[src/rtl/mem_arb_pkg.sv]
// mem_arb_pkg: shared types and constants for the two-requester memory arbiter
package mem_arb_pkg;
  localparam int DATA_W = 16;
  localparam int CNT_W = 2;
  localparam logic REQ_CPU = 1'b0;
  localparam logic REQ_AUX = 1'b1;
  typedef enum logic [1:0] {IDLE = 2'd0, ISSUE = 2'd1, WAIT = 2'd2, RESP = 2'd3} state_t;
endpackage

[src/rtl/mem_arb_pick.sv]
// mem_arb_pick: combinational winner select; round robin when MEM_ARB_ROUND_ROBIN_EN is defined, fixed priority otherwise
module mem_arb_pick
  import mem_arb_pkg::*;
(
  input  logic [1:0] req,
  input  logic       ptr,
  output logic       win,
  output logic       any_req
);
  assign any_req = |req;
`ifdef MEM_ARB_ROUND_ROBIN_EN
  // ptr names the requester favoured on a tie, i.e. the one not granted last
  assign win = &req ? ptr : (req[1] ? REQ_AUX : REQ_CPU);
`else
  logic unused_ptr;
  assign unused_ptr = ptr;
  assign win = req[0] ? REQ_CPU : REQ_AUX;
`endif
endmodule

[src/rtl/mem_arbiter.sv]
// mem_arbiter: grants one of two requesters access to a single-port memory, one transaction in flight
// Tie policy selected by MEM_ARB_ROUND_ROBIN_EN (round robin) or fixed priority to requester 0 when undefined
module mem_arbiter
  import mem_arb_pkg::*;
#(
  parameter int READ_LATENCY = 1
) (
  input  logic              clk,
  input  logic              reset,
  input  logic              req0,
  input  logic              req1,
  input  logic              we0,
  input  logic              we1,
  input  logic [DATA_W-1:0] addr0,
  input  logic [DATA_W-1:0] addr1,
  input  logic [DATA_W-1:0] wdata0,
  input  logic [DATA_W-1:0] wdata1,
  output logic              gnt0,
  output logic              gnt1,
  output logic              rvalid0,
  output logic              rvalid1,
  output logic [DATA_W-1:0] rdata,
  output logic              busy,
  output logic [DATA_W-1:0] mem_address,
  output logic              mem_read_enable,
  output logic              mem_write_enable,
  output logic [DATA_W-1:0] mem_data_in,
  input  logic [DATA_W-1:0] mem_data_out
);
  localparam logic [CNT_W-1:0] CNT_LOAD = CNT_W'(READ_LATENCY - 1);
  state_t state, state_nx;
  logic win, win_q, any_req, we_q, ptr, take;
  logic [CNT_W-1:0] cnt;
  mem_arb_pick u_pick (.req({req1, req0}), .ptr(ptr), .win(win), .any_req(any_req));
  assign take = (state == IDLE) && any_req;
  always_ff @(posedge clk or posedge reset)
    if (reset) state <= IDLE;
    else state <= state_nx;
  always_comb begin
    state_nx = (state == IDLE)  ? (any_req ? ISSUE : IDLE) :
               (state == ISSUE) ? (we_q ? IDLE : WAIT) :
               (state == WAIT)  ? ((cnt == '0) ? RESP : WAIT) : IDLE;
  end
  always_ff @(posedge clk or posedge reset) begin
    if (reset) begin
      win_q       <= 1'b0;
      we_q        <= 1'b0;
      mem_address <= '0;
      mem_data_in <= '0;
      rdata       <= '0;
      cnt         <= '0;
    end else begin
      if (take) begin
        win_q       <= win;
        we_q        <= win ? we1 : we0;
        mem_address <= win ? addr1 : addr0;
        if (win ? we1 : we0) mem_data_in <= win ? wdata1 : wdata0;
      end
      if (state == ISSUE) cnt <= CNT_LOAD;
      else if (state == WAIT) cnt <= cnt - 1'b1;
      if (state == WAIT && cnt == '0) rdata <= mem_data_out;
    end
  end
`ifdef MEM_ARB_ROUND_ROBIN_EN
  always_ff @(posedge clk or posedge reset)
    if (reset) ptr <= REQ_CPU;
    else if (take) ptr <= ~win;
`else
  assign ptr = REQ_CPU;
`endif
  always_comb begin
    gnt0             = (state == ISSUE) && (win_q == REQ_CPU);
    gnt1             = (state == ISSUE) && (win_q == REQ_AUX);
    mem_read_enable  = (state == ISSUE) && !we_q;
    mem_write_enable = (state == ISSUE) && we_q;
    rvalid0          = (state == RESP) && (win_q == REQ_CPU);
    rvalid1          = (state == RESP) && (win_q == REQ_AUX);
    busy             = state != IDLE;
  end
endmodule

[config.mk]
export PLATFORM = sky130hd
export DESIGN_NAME = mem_arbiter
export DESIGN_NICKNAME = d
export VERILOG_FILES = /design/src/rtl/mem_arb_pkg.sv /design/src/rtl/mem_arb_pick.sv /design/src/rtl/mem_arbiter.sv
export SDC_FILE = /design/constraint.sdc
export NUM_CORES = 1
export LEC_CHECK = 0
export CORE_ASPECT_RATIO = 0.75
export CORE_MARGIN = 3
export CORE_UTILIZATION = 42
export DETAILED_ROUTE_END_ITERATION = 16
export PLACE_DENSITY = 0.85
export SLEW_MARGIN = 20
export SYNTH_ARGS = -nofsm -noshare
export SYNTH_HDL_FRONTEND = slang
export SYNTH_SLANG_ARGS = --single-unit
[constraint.sdc]
create_clock -name clk -period 3.2 [get_ports clk]
set_clock_uncertainty 0.15 [all_clocks]
set_input_delay 0.64 -clock clk [delete_from_list [all_inputs] [get_ports clk]]
set_output_delay 0.64 -clock clk [all_outputs]
set_load 0.005 [all_outputs]
== Yosys cells after proc, flatten, opt, wreduce, memory -nomap -nowiden ==
Cells that the tools add are included.
Word-level totals
  logic and storage cells: 39
  output and inout port bits: 55
  bits of input ports: 86
  flip-flop bits (word level): 54
Operators by class
  reductions and logical operators: 15
  add/sub/neg operators: 1
  equal/unequal tests: 3
  mux-type cells: 12
  bitwise operators: 1
Operators with widths (number)
  $mux 16: 2
  $mux 2: 6
  $logic_and 1x1->1: 8
  $eq 2x2->1 const B: 2
  $logic_not 2->1: 2
  $mux 1: 4
  $reduce_bool 2->1: 2
  $eq 2x1->1 const B: 1
  $reduce_and 2->1: 1
  $reduce_or 2->1: 1
  $sub 2x1->2 const B: 1
  $logic_not 1->1: 1
  $not 1->1: 1

== Longest topological paths before layout ==
Gate-level depths: netlist of the first run.
  depth after elaboration: 5
  mapped depth: 6
  mapped depth without buffers: 5

== Modules after synthesis ==
Synthesis of the first run repeated with hierarchy kept, for this count alone.
Second synthesis, totals
  cell total of the unflattened synthesis: 194
  area, all modules: 2519.9 µm²
By module, submodules not included
  mem_arbiter: area each 2509.9 µm², cells an instance 192, instances 1, sequential area each 1351.3 µm²
  mem_arb_pick: area each 10.0 µm², cells an instance 2, instances 1, sequential area each 0.0 µm²

== Worst setup path after synthesis of the first run ==
Ideal clock, no wire load.
  path kind: input port to flip-flop
  from: input req0
  to: register mem_data_in[0]
  stages: 5
  setup slack: 1.278 ns
  required time: 2.925 ns
  library setup time: 0.125 ns
  buffers on the path: 2
  data arrival time: 1.646 ns
  cells stage by stage: buf_6 -> nand3b_4 -> a21oi_4 -> buf_12 -> mux2_4
On the way
  cells in the longest elaborated chain, start to end: 3
  elaborated cells between the ends (all ways): 5
  those cells by class: mux: 2; reduce/logical: 3
Ends and longest elaborated chain
  from (decl): RTL line mem_arbiter.sv:10  | input logic req0,
  $reduce_or 2->1: RTL line mem_arb_pick.sv:10  | assign any_req = |req;
  $logic_and 1x1->1: RTL line mem_arbiter.sv:35  | assign take = (state == IDLE) && any_req;
  $reduce_and 2->1 (no source line)
  to (signal assigned): RTL line mem_arbiter.sv:57  | if (win ? we1 : we0) mem_data_in <= win ? wdata1 : wdata0;
  to (decl): RTL line mem_arbiter.sv:27  | output logic [DATA_W-1:0] mem_data_in,
Several ways; a longest one is shown, not always the timed one.
A chain may end at the register's enable or synchronous reset.

==> run_results.csv, run 1 <==
group,metric,value,unit
run_status,outcome,"finished clean",
worst_setup_path,r2r_slack,1120,ps
synthesis,synthMuxAreaShare,29.5,%
worst_setup_path,crit_required,2410,ps
timing,fmax,0.391,GHz
worst_setup_path,cp_slowest_cell,"clkdlybuf4s50_1",
cts,cts_setup_buffers,0,
power_and_ir_drop,p_leak,0.00176,µW
grt,grt-ovfl-total,0,
worst_hold_path,holdPathStages,2,
power_and_ir_drop,vdd_ir_drop_max,0.485,mV
synthesis,synth_compound_area_share,5.40,%
layout,fill_cells,415,
detailed_routing,ant_nets,0,
grt,grt.total_usage,17.5,%
floorplan,start_util,45.2,%
detailed_routing,drc,0,
cts,postCtsHoldBufs,0,
flow_run,drv_cap,0,
grt,grt_pass1_wl,9.39,mm
cts,cts_buffer_depth,2,
synthesis,synth_warnings,0,
grt,grt_start_max_net_pins,33,
placed_design,post_dp_cell_area,0.00398,mm²
cts,htree_levels,2,
cts,root_buffer,"clkbuf_8",
layout,final_cell_area,0.00407,mm²
floorplan,core,0.00558,mm²
floorplan,die-width,95.5,µm
placed_design,dp_slack,661,ps
synthesis,yosysUniqueCellTypes,22,
worst_setup_path,critical_path_class,"reg -> out",
worst_setup_path,r2r-start,"state[0]",
timing,final.setup.worst_slack,640,ps
floorplan,ios,141,
worst_setup_path,r2r_end,"mem_data_in[10]",
synthesis,ys_seq_area_share,53.5,%
detailed_routing,drt_first_pass_iters,3,
worst_setup_path,worst_ep_arrival_time,1770,ps
timing,hold_viol,0,
timing,final-setup-viol-count,0,
synthesis,synth_nets,281,
timing,max_slew.worst_pin.slew,701,ps
floorplan,dieArea,0.00698,mm²
layout,final_layout_size_suffix_gt1_share,19.2,%
timing,fin_crit,2560,ps
worst_setup_path,slowest_delay,540,ps
worst_setup_path,endpoint,"mem_read_enable",
cts,cts_made_buffers,5,
placed_design,post-dp-hpwl,4.79,mm
worst_setup_path,endpoint_kind,"output port",
cts,cts_sinks,54,
synthesis,syn_area,0.00252,mm²
worst_setup_path,ff2ff_path_depth,5,
cts,cts_resized,0,
worst_setup_path,crit_fanout,6,
timing,rsz0062_at_grt,"false",
grt,first_global_vias,1898,
worst_setup_path,critPathLaunchType,"flip-flop",
detailed_routing,postRouteWirelength,6.02,mm
power_and_ir_drop,powerDensity,761,mW/mm²
detailed_routing,dr.first_iter.drc_count,61,
synthesis,synthCells,190,
layout,diodes,0,
timing,final.setup.tns,0,ps
worst_hold_path,min_path_type,"reg -> reg",
layout,area_growth,61.2,%
detailed_routing,avgRoutedWirePerCell,14.8,µm
synthesis,synth_fa_ha_area_share,2.48,%
synthesis,synth-xor-area-share,0,%
synthesis,synthSimpleGateAreaFrac,5.50,%
floorplan,num_rows,23,
cts,clk_latency,290,ps
worst_setup_path,path_cells,"inv_1, ha_1, nor2b_1, clkdlybuf4s50_1",
timing,finalMaxSlewViolations,0,
synthesis,yosys_register_bits,54,
timing,finalCritPeriodShare,80.0,%
detailed_routing,viasPerCell,4.70,
layout,finalNetCount,423,
synthesis,synth_top_family_by_area,"multiplexers",
synthesis,synth.avg_cell_area,13.3,µm²
cts,cts_tree,"yes",
grt,antenna_found_initial,0,
placed_design,gp_congestion,0.726,
placed_design,port_buffers,140,
floorplan,die_height,73.1,µm
timing,max_slew_margin,53.1,%
detailed_routing,vias,1916,
cts,path_clk_slew,90,ps
==> worst min-delay path by stage <==
stage,start,end,slack (ps)
after floorplan,we_q,we_q,310
after global placement,mem_address[12],mem_address[12],310
after detailed placement,mem_address[4],mem_address[4],320
after CTS,mem_address[4],mem_address[4],340
after global routing,mem_address[10],mem_address[10],360
final,mem_address[0],mem_address[0],330
==> worst max-delay path: cells and delay by family, from the launching register on <==
kind                     cells  cell delay [ps]
AND/OR/NAND/NOR              1              200
buffers and inverters        2              630
flip-flops                   1              410
adder cells (fa/ha/maj)      1              240
==> through the flow <==
stage,instances,hold WS (ps),util [%],power (µW)
after floorplan,190,314,-,1830
after global placement,400,313,71.2,2700
after detailed placement,400,320,71.2,2750
after CTS,408,342,72.9,3150
after global routing,408,363,72.9,3320
final,408,334,72.9,3090
==> area by class of cell <==
cell class / count / area, µm² / share of cell area [%]
inverter: 6 / 22.5 / 0.554
multi-input combinational: 121 / 1080 / 26.6
clock inverter: 1 / 5.00 / 0.123
timing repair buffer: 144 / 1430 / 35.1
tap: 75 / 93.8 / 2.31
clock buffer: 7 / 86.3 / 2.12
sequential: 54 / 1350 / 33.2
==> power by group <==
| part | switching [µW] | total (µW) | internal (µW) |
|---|---|---|---|
| Clock | 206 | 381 | 175 |
| Sequential | 179 | 1200 | 1020 |
| Combinational | 506 | 1510 | 1000 |
==> cell families (layout without fill, tap and decap cells) <==
kind of cell | Yosys count | count (layout)
multiplexers | 65 | 65
flip-flops | 54 | 54
AND/OR/NAND/NOR | 28 | 28
AO/OA/AOI/OAI | 23 | 23
buffers and inverters | 15 | 158
adder cells (fa/ha/maj) | 5 | 5
==> synth_stat cells, drive strengths merged <==
cell type / number / area (µm²)
buf: 6 / 56.3
ha: 5 / 62.6
dfrtp: 54 / 1350
nor2b: 3 / 18.8
a21o: 1 / 7.51
inv: 6 / 22.5
nand2b: 1 / 6.26
and2: 3 / 18.8
nand2: 20 / 75.1
o21ai: 19 / 98.9
nand3b: 1 / 20.0
o31ai: 1 / 7.51
clkbuf: 3 / 11.3
a21oi: 1 / 16.3
mux2: 48 / 574
o22ai: 1 / 6.26
mux2i: 17 / 170
==> cells in the final DEF (no fill, tap or decap), drive strengths merged, types with 3 or more instances in the layout <==
cell type,netlist,final
clkdlybuf4s50,0,139
mux2i,17,17
mux2,48,48
nand2,20,20
ha,5,5
clkbuf,3,7
dfrtp,54,54
and2,3,3
buf,6,5
inv,6,6
o21ai,19,19
nor2b,3,3
==> registers in the layout, summed over array words and instances, names as in the netlist, named ones only <==
name / count
mem_address: 16
mem_data_in: 16
rdata: 16
cnt: 2
state: 1
we_q: 1
win_q: 1
==> per-layer routing <==
layer | part of all wire, % | vias up | track usage [%] | routed length, µm
met5 | 0 | - | 0 | 0
met4 | 0.68 | 0 | 4.26 | 41
met3 | 10 | 4 | 6.29 | 603
met2 | 45 | 78 | 28.1 | 2710
met1 | 44 | 892 | 22.8 | 2670
li1 | - | 942 | - | -
No activity file was read; power rests on OpenSTA's default activity.
==> run 2, diff against run 1 <==
--- a/config.mk
+++ b/config.mk
@@ -7,9 +7,9 @@
 export LEC_CHECK = 0
 export CORE_ASPECT_RATIO = 0.75
 export CORE_MARGIN = 3
-export CORE_UTILIZATION = 42
+export CORE_UTILIZATION = 39
 export DETAILED_ROUTE_END_ITERATION = 16
-export PLACE_DENSITY = 0.85
+export PLACE_DENSITY = 0.79
 export SLEW_MARGIN = 20
 export SYNTH_ARGS = -nofsm -noshare
 export SYNTH_HDL_FRONTEND = slang
==> constraint.sdc (replaced) <==
create_clock -name clk -period 2.55 [get_ports clk]
set_clock_uncertainty 0.15 [all_clocks]
set_input_delay 0.51 -clock clk [delete_from_list [all_inputs] [get_ports clk]]
set_output_delay 0.51 -clock clk [all_outputs]
set_load 0.005 [all_outputs]
==> run 2 against run 1 <==
Critical path depth is the same. Cell area grew 2.0%. Hold slack lost 76 ps. Worst setup slack lost 500 ps. Sequential power grew 26%. Largest power group unchanged. Combinational power grew 27%. Clock power grew 81%. Total power grew 33%. Sequential share of layout area shrank 0.66 points. Sequential cell count is the same. Global-route usage shrank 1.2 points.
==> run_results.csv, run 2 (synthesis results as in run 1) <==
group,metric,value,unit
grt,grt-ovfl-total,0,
worst_setup_path,crit_fanout,6,
grt,grt_pass1_wl,9.63,mm
placed_design,post-dp-hpwl,4.90,mm
worst_setup_path,critical_path_class,"reg -> out",
placed_design,port_buffers,140,
worst_setup_path,ff2ff_path_depth,4,
detailed_routing,vias,1917,
floorplan,start_util,41.8,%
detailed_routing,postRouteWirelength,6.09,mm
flow_run,drv_cap,0,
grt,antenna_found_initial,0,
floorplan,core,0.00604,mm²
timing,final.setup.tns,0,ps
layout,final_common_cell,"clkdlybuf4s50_1",
layout,diodes,0,
floorplan,ios,141,
cts,cts_tree,"yes",
detailed_routing,viasPerCell,4.64,
power_and_ir_drop,powerDensity,992,mW/mm²
power_and_ir_drop,p_leak,0.00179,µW
timing,finalMaxSlewViolations,0,
layout,final_cell_count_no_fill,413,
worst_setup_path,path_cells,"inv_1, ha_1, nor2b_1, clkdlybuf4s50_1",
timing,fmax,0.415,GHz
floorplan,die-width,98.9,µm
floorplan,dieArea,0.00748,mm²
cts,cts_buffer_depth,2,
placed_design,dp_cells,405,
timing,max_slew_margin,53.0,%
detailed_routing,drc,0,
cts,cts_setup_buffers,0,
layout,final_util,68.8,%
detailed_routing,drt_first_pass_iters,3,
worst_setup_path,worst_ep_arrival_time,1750,ps
timing,final-setup-viol-count,0,
detailed_routing,dr.first_iter.drc_count,36,
worst_hold_path,min_path_type,"in -> async",
grt,first_global_vias,1954,
cts,postCtsHoldBufs,0,
timing,max_slew.worst_pin.slew,704,ps
placed_design,dp_slack,423,ps
timing,fin_crit,2410,ps
cts,root_buffer,"clkbuf_8",
run_status,outcome,"finished clean",
placed_design,gp_congestion,0.752,
layout,top_regs,"mem_address (16), mem_data_in (16), rdata (16)",
cts,cts_made_buffers,5,
grt,grt.total_usage,16.3,%
worst_setup_path,cp_slowest_cell,"clkdlybuf4s50_1",
layout,finalNetCount,425,
timing,final.setup.worst_slack,139,ps
power_and_ir_drop,vdd_ir_drop_max,0.722,mV
worst_setup_path,critPathLaunchType,"flip-flop",
timing,hold_viol,0,
layout,final_layout_size_suffix_gt1_share,20.0,%
cts,cts_resized,0,
cts,path_clk_slew,100,ps
cts,cts_sinks,54,
layout,final_cell_mix,"clkdlybuf4s50_1, dfrtp_1, mux2_2, nand2_1, o21ai_0",
grt,grt_start_max_net_pins,37,
floorplan,num_rows,24,
timing,rsz0062_at_grt,"false",
floorplan,die_height,75.7,µm
layout,fill_cells,468,
detailed_routing,ant_nets,0,
worst_setup_path,endpoint_kind,"output port",
worst_setup_path,slowest_delay,540,ps
worst_setup_path,crit_required,1890,ps
cts,htree_levels,2,
layout,area_growth,64.5,%
cts,clk_latency,300,ps
timing,finalCritPeriodShare,94.5,%
detailed_routing,avgRoutedWirePerCell,14.8,µm
## run 2: cell count changes in the layout (fill, tap and decap cells not counted)
cell       before  now
bufinv_16       0    2
buf_12          0    1
buf_4           4    5
clkbuf_1        1    0
clkinv_2        1    0
## run 2: area by class of cell
cell class	instances	area, µm²	area share [%]
Clock inverter	2	60.1	1.45
Clock buffer	6	82.6	1.99
Inverter	6	22.5	0.543
Sequential cell	54	1350	32.6
Tap cell	78	97.6	2.35
Multi-Input combinational cell	121	1080	26.1
Timing Repair Buffer	146	1450	35.0
## run 2: path summary, 6_finish.rpt
check | start | end | slack (ps)
worst max-delay path | flip-flop | mem_read_enable | 140
worst min-delay path | reset | mem_address[2] | 260
worst max register to register | state[0] | rdata[10] | 650
worst min register to register | mem_address[12] | mem_address[12] | 330
max in group asynchronous | reset | mem_data_in[13] | 1510
min in group clk | mem_address[12] | mem_address[12] | 330
## run 2: stage by stage
stage	hold WS (ps)	instance area, µm²	power (µW)
final	259	4150	4120
after global routing	268	4150	4410
after detailed placement	319	4010	3480
after CTS	257	4150	4190
after floorplan	314	2520	2290
after global placement	312	4010	3410
## run 2: where the power goes
part / total, µW / leakage, µW / internal, µW / switching, µW
Clock: 688 / 0.0000714 / 419 / 270
Sequential: 1510 / 0.000646 / 1290 / 227
Combinational: 1920 / 0.00108 / 1270 / 641
Total: 4120 / 0.00179 / 2980 / 1140
## run 2: critical path, delay by kind of cell, from the launching register on
kind,cells,cell delay (ps)
adders and majority gates,1,220
buffers and inverters,2,630
DFF,1,410
and+or+nand+nor,1,180
## run 2: routing by layer
metal | up-vias | wire length (µm) | global-route usage (%)
li1 | 942 | - | -
met1 | 887 | 2550 | 20.9
met2 | 80 | 2930 | 27.1
met3 | 8 | 568 | 5.95
met4 | 0 | 43 | 3.18
met5 | - | 0 | 0
